$ cat src/rtl/kbd_pkg.sv
// kbd_pkg
//   Shared definitions for the PS/2 (scan-code set 2) key tracker:
//   scan-code byte constants and the prefix-tracking FSM state type.
package kbd_pkg;

  localparam logic [7:0] KBD_EXT   = 8'hE0;  // extended-key prefix
  localparam logic [7:0] KBD_BRK   = 8'hF0;  // break (release) prefix
  localparam logic [7:0] KBD_SPACE = 8'h29;
  localparam logic [7:0] KBD_RIGHT = 8'h74;  // only meaningful after E0
  localparam logic [7:0] KBD_LEFT  = 8'h6B;  // only meaningful after E0

  typedef enum logic [1:0] {
    ST_IDLE    = 2'd0,
    ST_EXT     = 2'd1,
    ST_BRK     = 2'd2,
    ST_EXT_BRK = 2'd3
  } kbd_state_t;

endpackage

$ cat src/rtl/keyboard_key_tracker_prefix_timeout.sv
// prefix_timeout
//   Idle-cycle counter that bounds how long the tracker may sit part-way
//   through a prefixed scan-code sequence.
// Ports:
//   clk, reset  clock, asynchronous active-high reset
//   clear       zero the counter this cycle (byte arrived, or tracker idle)
//   run         count this cycle (tracker is inside a prefix sequence)
//   expired     combinational: counter is at TIMEOUT_CYCLES-1 while running
//               and no clear is pending, i.e. the sequence is abandoned now
module prefix_timeout #(
  parameter int TIMEOUT_CYCLES = 1_000_000
) (
  input  logic clk,
  input  logic reset,
  input  logic clear,
  input  logic run,
  output logic expired
);

  localparam int CW = (TIMEOUT_CYCLES > 2) ? $clog2(TIMEOUT_CYCLES) : 1;
  localparam logic [CW-1:0] LIMIT = CW'(TIMEOUT_CYCLES - 1);

  logic [CW-1:0] cnt_q;

  // No saturation: reaching LIMIT forces the FSM back to idle, which then
  // clears the counter, so any wrap on the expiry edge is harmless.
  always_ff @(posedge clk or posedge reset) begin
    if (reset) begin
      cnt_q <= '0;
    end else if (clear) begin
      cnt_q <= '0;
    end else if (run) begin
      cnt_q <= cnt_q + CW'(1);
    end
  end

  // Gating with clear makes a byte arriving on the expiry cycle win.
  assign expired = run && !clear && (cnt_q == LIMIT);

endmodule

$ cat src/rtl/keyboard_key_tracker.sv
// keyboard_key_tracker
//   Turns the PS/2 set-2 byte stream into key levels/pulses for the game
//   state machine. Tracks E0/F0 prefixes across bytes, holds arrow keys as
//   levels, and turns space into a single press pulse that ignores
//   typematic repeats.
// Ports:
//   clk, reset   clock, asynchronous active-high reset
//   din_new      single-cycle strobe: din valid this cycle. There is no
//                back-pressure: every strobed byte is consumed that cycle.
//   din[7:0]     received scan-code byte
//   rightArrow   level: right arrow held
//   leftArrow    level: left arrow held
//   spaceBar     one-cycle pulse on a fresh space press
//   spaceHeld    level: space held
//   protoErr     one-cycle pulse on prefix timeout or illegal byte after prefix
// All outputs are registered; effects appear the cycle after the strobe.
module keyboard_key_tracker
  import kbd_pkg::*;
#(
  parameter int TIMEOUT_CYCLES = 1_000_000
) (
  input  logic       clk,
  input  logic       reset,
  input  logic       din_new,
  input  logic [7:0] din,
  output logic       rightArrow,
  output logic       leftArrow,
  output logic       spaceBar,
  output logic       spaceHeld,
  output logic       protoErr
);

  kbd_state_t state_q, state_d;
  logic right_q, right_d;
  logic left_q, left_d;
  logic held_q, held_d;
  logic press_q, press_d;
  logic err_q, err_d;
  logic expired;

  prefix_timeout #(
    .TIMEOUT_CYCLES(TIMEOUT_CYCLES)
  ) u_timeout (
    .clk    (clk),
    .reset  (reset),
    .clear  (din_new || (state_q == ST_IDLE)),
    .run    (state_q != ST_IDLE),
    .expired(expired)
  );

  always_ff @(posedge clk or posedge reset) begin
    if (reset) begin
      state_q <= ST_IDLE;
      right_q <= 1'b0;
      left_q  <= 1'b0;
      held_q  <= 1'b0;
      press_q <= 1'b0;
      err_q   <= 1'b0;
    end else begin
      state_q <= state_d;
      right_q <= right_d;
      left_q  <= left_d;
      held_q  <= held_d;
      press_q <= press_d;
      err_q   <= err_d;
    end
  end

  always_comb begin
    state_d = state_q;
    right_d = right_q;
    left_d  = left_q;
    held_d  = held_q;
    press_d = 1'b0;
    err_d   = 1'b0;

    if (din_new) begin
      unique case (state_q)
        ST_IDLE: begin
          if (din == KBD_EXT) begin
            state_d = ST_EXT;
          end else if (din == KBD_BRK) begin
            state_d = ST_BRK;
          end else if (din == KBD_SPACE) begin
            // A make while already held is a typematic repeat: no pulse.
            if (!held_q) begin
              held_d  = 1'b1;
              press_d = 1'b1;
            end
          end
        end
        ST_EXT: begin
          state_d = ST_IDLE;
          if (din == KBD_BRK) begin
            state_d = ST_EXT_BRK;
          end else if (din == KBD_EXT) begin
            state_d = ST_EXT;
          end else if (din == KBD_RIGHT) begin
            right_d = 1'b1;
          end else if (din == KBD_LEFT) begin
            left_d = 1'b1;
          end
        end
        ST_BRK: begin
          state_d = ST_IDLE;
          if (din == KBD_BRK) begin
            state_d = ST_BRK;
          end else if (din == KBD_SPACE) begin
            held_d = 1'b0;
          end else if (din == KBD_EXT) begin
            err_d = 1'b1;
          end
        end
        ST_EXT_BRK: begin
          state_d = ST_IDLE;
          if (din == KBD_RIGHT) begin
            right_d = 1'b0;
          end else if (din == KBD_LEFT) begin
            left_d = 1'b0;
          end else if ((din == KBD_EXT) || (din == KBD_BRK)) begin
            err_d = 1'b1;
          end
        end
        default: state_d = ST_IDLE;
      endcase
    end else if (expired) begin
      // Abandon the partial sequence; held levels are left alone.
      state_d = ST_IDLE;
      err_d   = 1'b1;
    end
  end

  assign rightArrow = right_q;
  assign leftArrow  = left_q;
  assign spaceBar   = press_q;
  assign spaceHeld  = held_q;
  assign protoErr   = err_q;

endmodule

$ cat config.mk
export PLATFORM = sky130hd
export DESIGN_NAME = keyboard_key_tracker
export DESIGN_NICKNAME = d
export VERILOG_FILES = /design/src/rtl/kbd_pkg.sv /design/src/rtl/keyboard_key_tracker_prefix_timeout.sv /design/src/rtl/keyboard_key_tracker.sv
export SDC_FILE = /design/constraint.sdc
export NUM_CORES = 1
export LEC_CHECK = 0
export CAP_MARGIN = 0
export CORE_MARGIN = 8
export CORE_UTILIZATION = 27
export DETAILED_ROUTE_END_ITERATION = 12
export MAX_ROUTING_LAYER = met4
export PLACE_DENSITY = 0.53
export SLEW_MARGIN = 30
export SYNTH_ARGS = -nofsm -noshare
export SYNTH_HDL_FRONTEND = slang
export SYNTH_SLANG_ARGS = --single-unit
$ cat constraint.sdc
create_clock -name clk -period 1.8 [get_ports clk]
set_input_delay 0.36 -clock clk [delete_from_list [all_inputs] [get_ports clk]]
set_output_delay 0.36 -clock clk [all_outputs]
set_load 0.05 [all_outputs]
# --- Word-level counts from Yosys, hierarchy flattened ---
# Cells that the tools add are included.
# W data, S select, Z words.
totals:
  regBits: 27
  in_bits: 11
  output_inout_bits: 5
classes:
  n_addsub: 1
  n_eq_ne: 23
  muxes: 43
  n_reduce_logical: 15
op_table:
  columns: ["cell", "count"]
  rows:
  - ["$mux W20", 2]
  - ["$mux W1", 30]
  - ["$ne A2 B2 Y1 const B", 12]
  - ["$add A20 B1 Y20 const B", 1]
  - ["$eq A20 B20 Y1 const B", 1]
  - ["$eq A8 B7 Y1 const B", 2]
  - ["$eq A8 B8 Y1 const B", 2]
  - ["$mux W2", 6]
  - ["$reduce_bool A2 Y1", 5]
  - ["$eq A8 B6 Y1 const B", 1]
  - ["$pmux W1 S2", 4]
  - ["$pmux W2 S4", 1]
  - ["$reduce_and A8 Y1", 1]
  - ["$reduce_and A7 Y1", 1]
  - ["$reduce_and A6 Y1", 1]
  - ["$eq A2 B2 Y1 const B", 2]
  - ["$ne A4 B2 Y1 const B", 1]
  - ["$eq A2 B1 Y1 const B", 1]
  - ["$logic_and A1 B1 Y1", 2]
  - ["$logic_not A2 Y1", 1]
  - ["$logic_or A1 B1 Y1", 2]
  - ["$ne A2 B1 Y1 const B", 1]
  - ["$reduce_and A2 Y1", 1]
  - ["$logic_not A1 Y1", 1]

# --- Longest topological paths before layout ---
depth:
  ltp_word: 7
  mapped_depth: 5

# --- Cells and area by module ---
# From an unflattened synthesis, not the netlist that was laid out.
unflattened:
  hier_cells: 145
  hier_area_um2: 1430.1
modules_own_cells:
  columns: ["mod", "instances", "cells_per_inst", "area_each_um2", "seq_area_each_um2"]
  rows:
  - ["prefix_timeout", 1, 107, 1039.7, 500.5]
  - ["keyboard_key_tracker", 1, 38, 390.4, 175.2]

# --- Worst setup path after synthesis ---
# No wires, ideal clock.
synth_timing:
  path_kind: "reg-to-reg"
  start: "register u_timeout.cnt_q[5]"
  end: "register u_timeout.cnt_q[19]"
  setup_time_ns: 0.123
  t_arrival_ns: 1.681
  path_slack_ns: -0.004
  path_stages_with_launch: 6
  synth_period_minus_slack_ns: 1.804
  path_cell_list: "dfrtp_1 > nand4_4 > or4_4 > buf_6 > or3_4 > mux2i_1"
synth_between:
  elab_chain_cells: 3
synth_rtl:
  columns: ["element", "line_no", "source"]
  rows:
  - ["start, declared", "keyboard_key_tracker_prefix_timeout.sv:23", "logic [CW-1:0] cnt_q;"]
  - ["start signal, assigned", "keyboard_key_tracker_prefix_timeout.sv:33", "cnt_q <= cnt_q + CW'(1);"]
  - ["$add A20 B1 Y20", "keyboard_key_tracker_prefix_timeout.sv:33", null]
  - ["$mux W20", "keyboard_key_tracker_prefix_timeout.sv:32", "end else if (run) begin"]
  - ["$mux W20", "keyboard_key_tracker_prefix_timeout.sv:30", "end else if (clear) begin"]
# Every way passes these cells. The select of a mux whose other input is x is not followed.
# A chain may end at the register's enable or synchronous reset.

# --- Worst setup path after layout ---
layout_timing:
  start: "register u_timeout.cnt_q[7]"
  end: "register u_timeout.cnt_q[19]"
# The elaborated chain is that of the path after synthesis.

==> metrics.txt <==
# TYPE chip_impl_metric gauge
chip_impl_info{name="yosys-top-cells-area",value="dfrtp_1 48%, nor2_1 5.0%, xnor2_1 4.9%"} 1
chip_impl_metric{name="finalCritPeriodShare",unit=""} 0.960
chip_impl_metric{name="cts_bufs_inserted",unit=""} 3
chip_impl_metric{name="design.die.area",unit="µm²"} 7820
chip_impl_metric{name="htree_num_levels",unit=""} 1
chip_impl_metric{name="seq_power_share",unit=""} 0.596
chip_impl_metric{name="synth.yosys.warnings",unit=""} 0
chip_impl_metric{name="antenna_left",unit=""} 0
chip_impl_metric{name="cts_max_path_buffers",unit=""} 2
chip_impl_metric{name="instances_no_fill",unit=""} 253
chip_impl_metric{name="maximum_number_of_pins_on_one_net_before_global_route_repair",unit=""} 28
chip_impl_metric{name="slew-limit-headroom",unit=""} 0.727
chip_impl_metric{name="layout.cell_area.non_filler",unit="µm²"} 1860
chip_impl_metric{name="boundaryPins",unit=""} 16
chip_impl_metric{name="layout-drive-gt1-share",unit=""} 0.240
chip_impl_metric{name="measured_slew_at_the_worst_slew_check_pin",unit="ns"} 0.404
chip_impl_metric{name="finalSetupTns",unit="ns"} 0
chip_impl_info{name="setup.worst_path.start_class",value="flip-flop"} 1
chip_impl_metric{name="nets",unit=""} 196
chip_impl_info{name="end_kind",value="flip-flop"} 1
chip_impl_metric{name="synth_enable_flop_cells",unit=""} 0
chip_impl_metric{name="vias_in_the_first_global_route",unit=""} 1198
chip_impl_metric{name="place.gp.congestion",unit=""} 0.869
chip_impl_metric{name="synth_largest_type_area_fraction",unit=""} 0.477
chip_impl_metric{name="final.setup_skew",unit="ns"} 0.00419
chip_impl_metric{name="achievable-frequency",unit="MHz"} 579
chip_impl_metric{name="clock_sinks",unit=""} 27
chip_impl_info{name="top_reg_cell_synth",value="dfrtp_1"} 1
chip_impl_info{name="path_class",value="flip-flop to flip-flop"} 1
chip_impl_metric{name="overflow",unit=""} 0
chip_impl_metric{name="synth.net_count",unit=""} 154
chip_impl_metric{name="finalMaxSlewViolations",unit=""} 0
chip_impl_metric{name="max-cap-violations",unit=""} 0
chip_impl_info{name="yosys.area.top_type",value="dfrtp_1"} 1
chip_impl_metric{name="initial_core_util",unit=""} 0.279
chip_impl_metric{name="die_y",unit="µm"} 88.4
chip_impl_metric{name="clock_power_share",unit=""} 0.333
chip_impl_metric{name="core_region_area",unit="µm²"} 5070
chip_impl_metric{name="final-hold-violation-count",unit=""} 0
chip_impl_metric{name="antenna_cells_inserted",unit=""} 0
chip_impl_metric{name="ys_seq_elements",unit=""} 27
chip_impl_metric{name="vdd_drop_max",unit="µV"} 290
chip_impl_metric{name="critical_path_required_time",unit="ns"} 1.96
chip_impl_metric{name="initial_detailed_routing_violation_count",unit=""} 46
chip_impl_metric{name="dpl.hpwl",unit="µm"} 2460
chip_impl_metric{name="data_arrival_time_of_the_worst_path",unit="ns"} 1.89
chip_impl_metric{name="grt_first_pass_wirelength",unit="µm"} 5470
chip_impl_metric{name="syn_avg_cell_area",unit="µm²"} 9.97
chip_impl_info{name="cp_cell_sequence",value="nand4_4 > or4_4 > or3_4 > mux2i_1"} 1
chip_impl_info{name="slowest_stage",value="or4_4"} 1
chip_impl_info{name="cts_tree",value="yes"} 1
chip_impl_metric{name="final-setup-viol-count",unit=""} 0
chip_impl_metric{name="intPower",unit="W"} 0.000803
chip_impl_metric{name="netlist-cell-type-count",unit=""} 43
chip_impl_info{name="most-common-layout-cells",value="29 x buf_4, 27 x dfrtp_1, 19 x nor2_1"} 1
chip_impl_metric{name="floorplan.rows",unit=""} 26
chip_impl_info{name="clock-root-buffer",value="clkbuf_8"} 1
chip_impl_metric{name="global_route.usage.total",unit=""} 0.0888
chip_impl_metric{name="leakagePower",unit="nW"} 0.781
chip_impl_metric{name="worstPathMaxFanout",unit=""} 8
chip_impl_metric{name="switching_power",unit="W"} 0.000220
chip_impl_metric{name="power_frac_comb",unit=""} 0.071
chip_impl_metric{name="whs",unit="ns"} 0.440
chip_impl_metric{name="place_inst",unit=""} 248
chip_impl_info{name="grt_setup_unrepaired",value="false"} 1
chip_impl_metric{name="routed_wirelength",unit="µm"} 3290
chip_impl_metric{name="post_dp_cell_area",unit="µm²"} 1800
chip_impl_metric{name="die_w",unit="µm"} 88.4
chip_impl_metric{name="detail_routed_via_count_per_cell",unit=""} 4.70
chip_impl_metric{name="p_sw_frac",unit=""} 0.215
chip_impl_metric{name="port_buffers",unit=""} 15
chip_impl_metric{name="pwr_density_cell",unit="nW/µm²"} 550
chip_impl_info{name="leading_cell_type_in_the_layout_fill_and_taps_excluded",value="buf_4"} 1
chip_impl_info{name="result_of_the_run",value="finished clean"} 1
chip_impl_metric{name="synthToLayoutAreaGrowth",unit="%"} 31.3
chip_impl_metric{name="yosysSeqAreaShare",unit=""} 0.477
chip_impl_metric{name="clk_pin_slew_worst_paths",unit="ns"} 0.09
chip_impl_info{name="worstHoldPathType",value="input port to asynchronous set/reset pin"} 1
chip_impl_metric{name="post-route-min-period",unit="ns"} 1.73
chip_impl_metric{name="detail_route.first_pass.iterations",unit=""} 4
chip_impl_metric{name="vias",unit=""} 1190
chip_impl_metric{name="drt_drc_violations_left",unit=""} 0
chip_impl_metric{name="synthesis.instances",unit=""} 142
chip_impl_metric{name="wl_per_cell",unit="µm"} 13.0
chip_impl_metric{name="number_of_antenna_violations_at_the_first_check_in_global_routing",unit=""} 0
chip_impl_metric{name="synthesis.area",unit="µm²"} 1420
chip_impl_metric{name="clk_latency",unit="ns"} 0.27
chip_impl_metric{name="async_reset_ff_frac",unit=""} 1.00
chip_impl_metric{name="max_stage_delay",unit="ns"} 0.55
chip_impl_metric{name="postCtsHoldBufs",unit=""} 0
## kinds of logic (layout without fill, tap and decap cells)
kind of cell | after synthesis | in the layout | share of synthesized area
AOI/OAI and AO/OA | 18 | 18 | 0.0848
buffers and inverters | 7 | 48 | 0.0238
xor gates and xnor gates | 12 | 12 | 0.0742
adders and majority gates | 1 | 1 | 0.00883
muxes | 3 | 3 | 0.0230
and+or+nand+nor | 74 | 74 | 0.308
DFF | 27 | 27 | 0.477
## worst max-delay path, delay by kind of cell, from the launching register on
kind | cells | cell delay [ns]
muxes | 1 | 0.12
DFF | 1 | 0.42
and+or+nand+nor | 3 | 1.08
## sequential cells by signal (all words and copies together) (netlist names)
register and cells:
protoErr 1, u_timeout.cnt_q 20, state_q 2, spaceBar 1, leftArrow 1, spaceHeld 1, rightArrow 1
## cell type report
class | instances | area, µm²
fill | 537 | 3220
multi-input combinational | 108 | 714
sequential | 27 | 676
timing repair buffer | 39 | 318
tap | 70 | 87.6
clock buffer | 4 | 45.0
inverter | 5 | 18.8
## final timing paths
kind | startpoint | to | slack, ns | cells after the start
setup / recovery | u_timeout.cnt_q[7] | u_timeout.cnt_q[19] | 0.07 | 4
hold / removal | reset | u_timeout.cnt_q[1] | 0.44 | 3
setup reg to reg | u_timeout.cnt_q[7] | u_timeout.cnt_q[19] | 0.07 | 4
hold reg to reg | spaceHeld | spaceBar | 0.46 | 1
max in group asynchronous | reset | rightArrow | 1.10 | 3
min in group clk | spaceHeld | spaceBar | 0.46 | 1
## power by group through the flow
stage / Combinational, W / Sequential (W) / Clock (W)
after global routing: 0.0000792 / 0.000610 / 0.000380
final: 0.0000722 / 0.000610 / 0.000341
after global placement: 0.0000720 / 0.000622 / 0
after CTS: 0.0000735 / 0.000610 / 0.000359
after detailed placement: 0.0000728 / 0.000622 / 0
after floorplan: 0.0000196 / 0.000628 / 0
## timing repair
item / CTS / global route
setup endpoints to repair: 0 / 4
buffers inserted: 0 / 1
resized for setup: 0 / 2
## through the flow
step | util | worst slack [ns] | power, W
3_3_place_gp | 0.355 | -0.102 | 0.000694
3_5_place_dp | 0.355 | -0.133 | 0.000695
5_1_grt | 0.366 | 0.00230 | 0.00107
2_1_floorplan | - | 0.00642 | 0.000648
4_1_cts | 0.363 | 0.0341 | 0.00104
6_report | 0.366 | 0.0720 | 0.00102
## routing by layer
metal | track usage | up-vias | routed length (µm)
met5 | - | - | 0
met4 | 0.0246 | 0 | 17
met3 | 0.0223 | 2 | 164
met2 | 0.147 | 17 | 1510
met1 | 0.104 | 573 | 1590
li1 | - | 598 | -
## synthesized netlist by cell type, types with 2 or more instances
cell	number
nor4bb_1	2
nor2b_1	3
dfrtp_1	27
nand4_1	7
nor2_1	19
nor3_1	3
and2_1	2
o21ai_0	5
or3_1	3
a21oi_1	3
nor4_1	5
o31ai_1	2
mux2_2	2
nand2_1	11
nor4b_1	2
xnor2_1	8
nand3_1	5
inv_1	5
xor2_1	4
(Power assumes the default switching activity.)
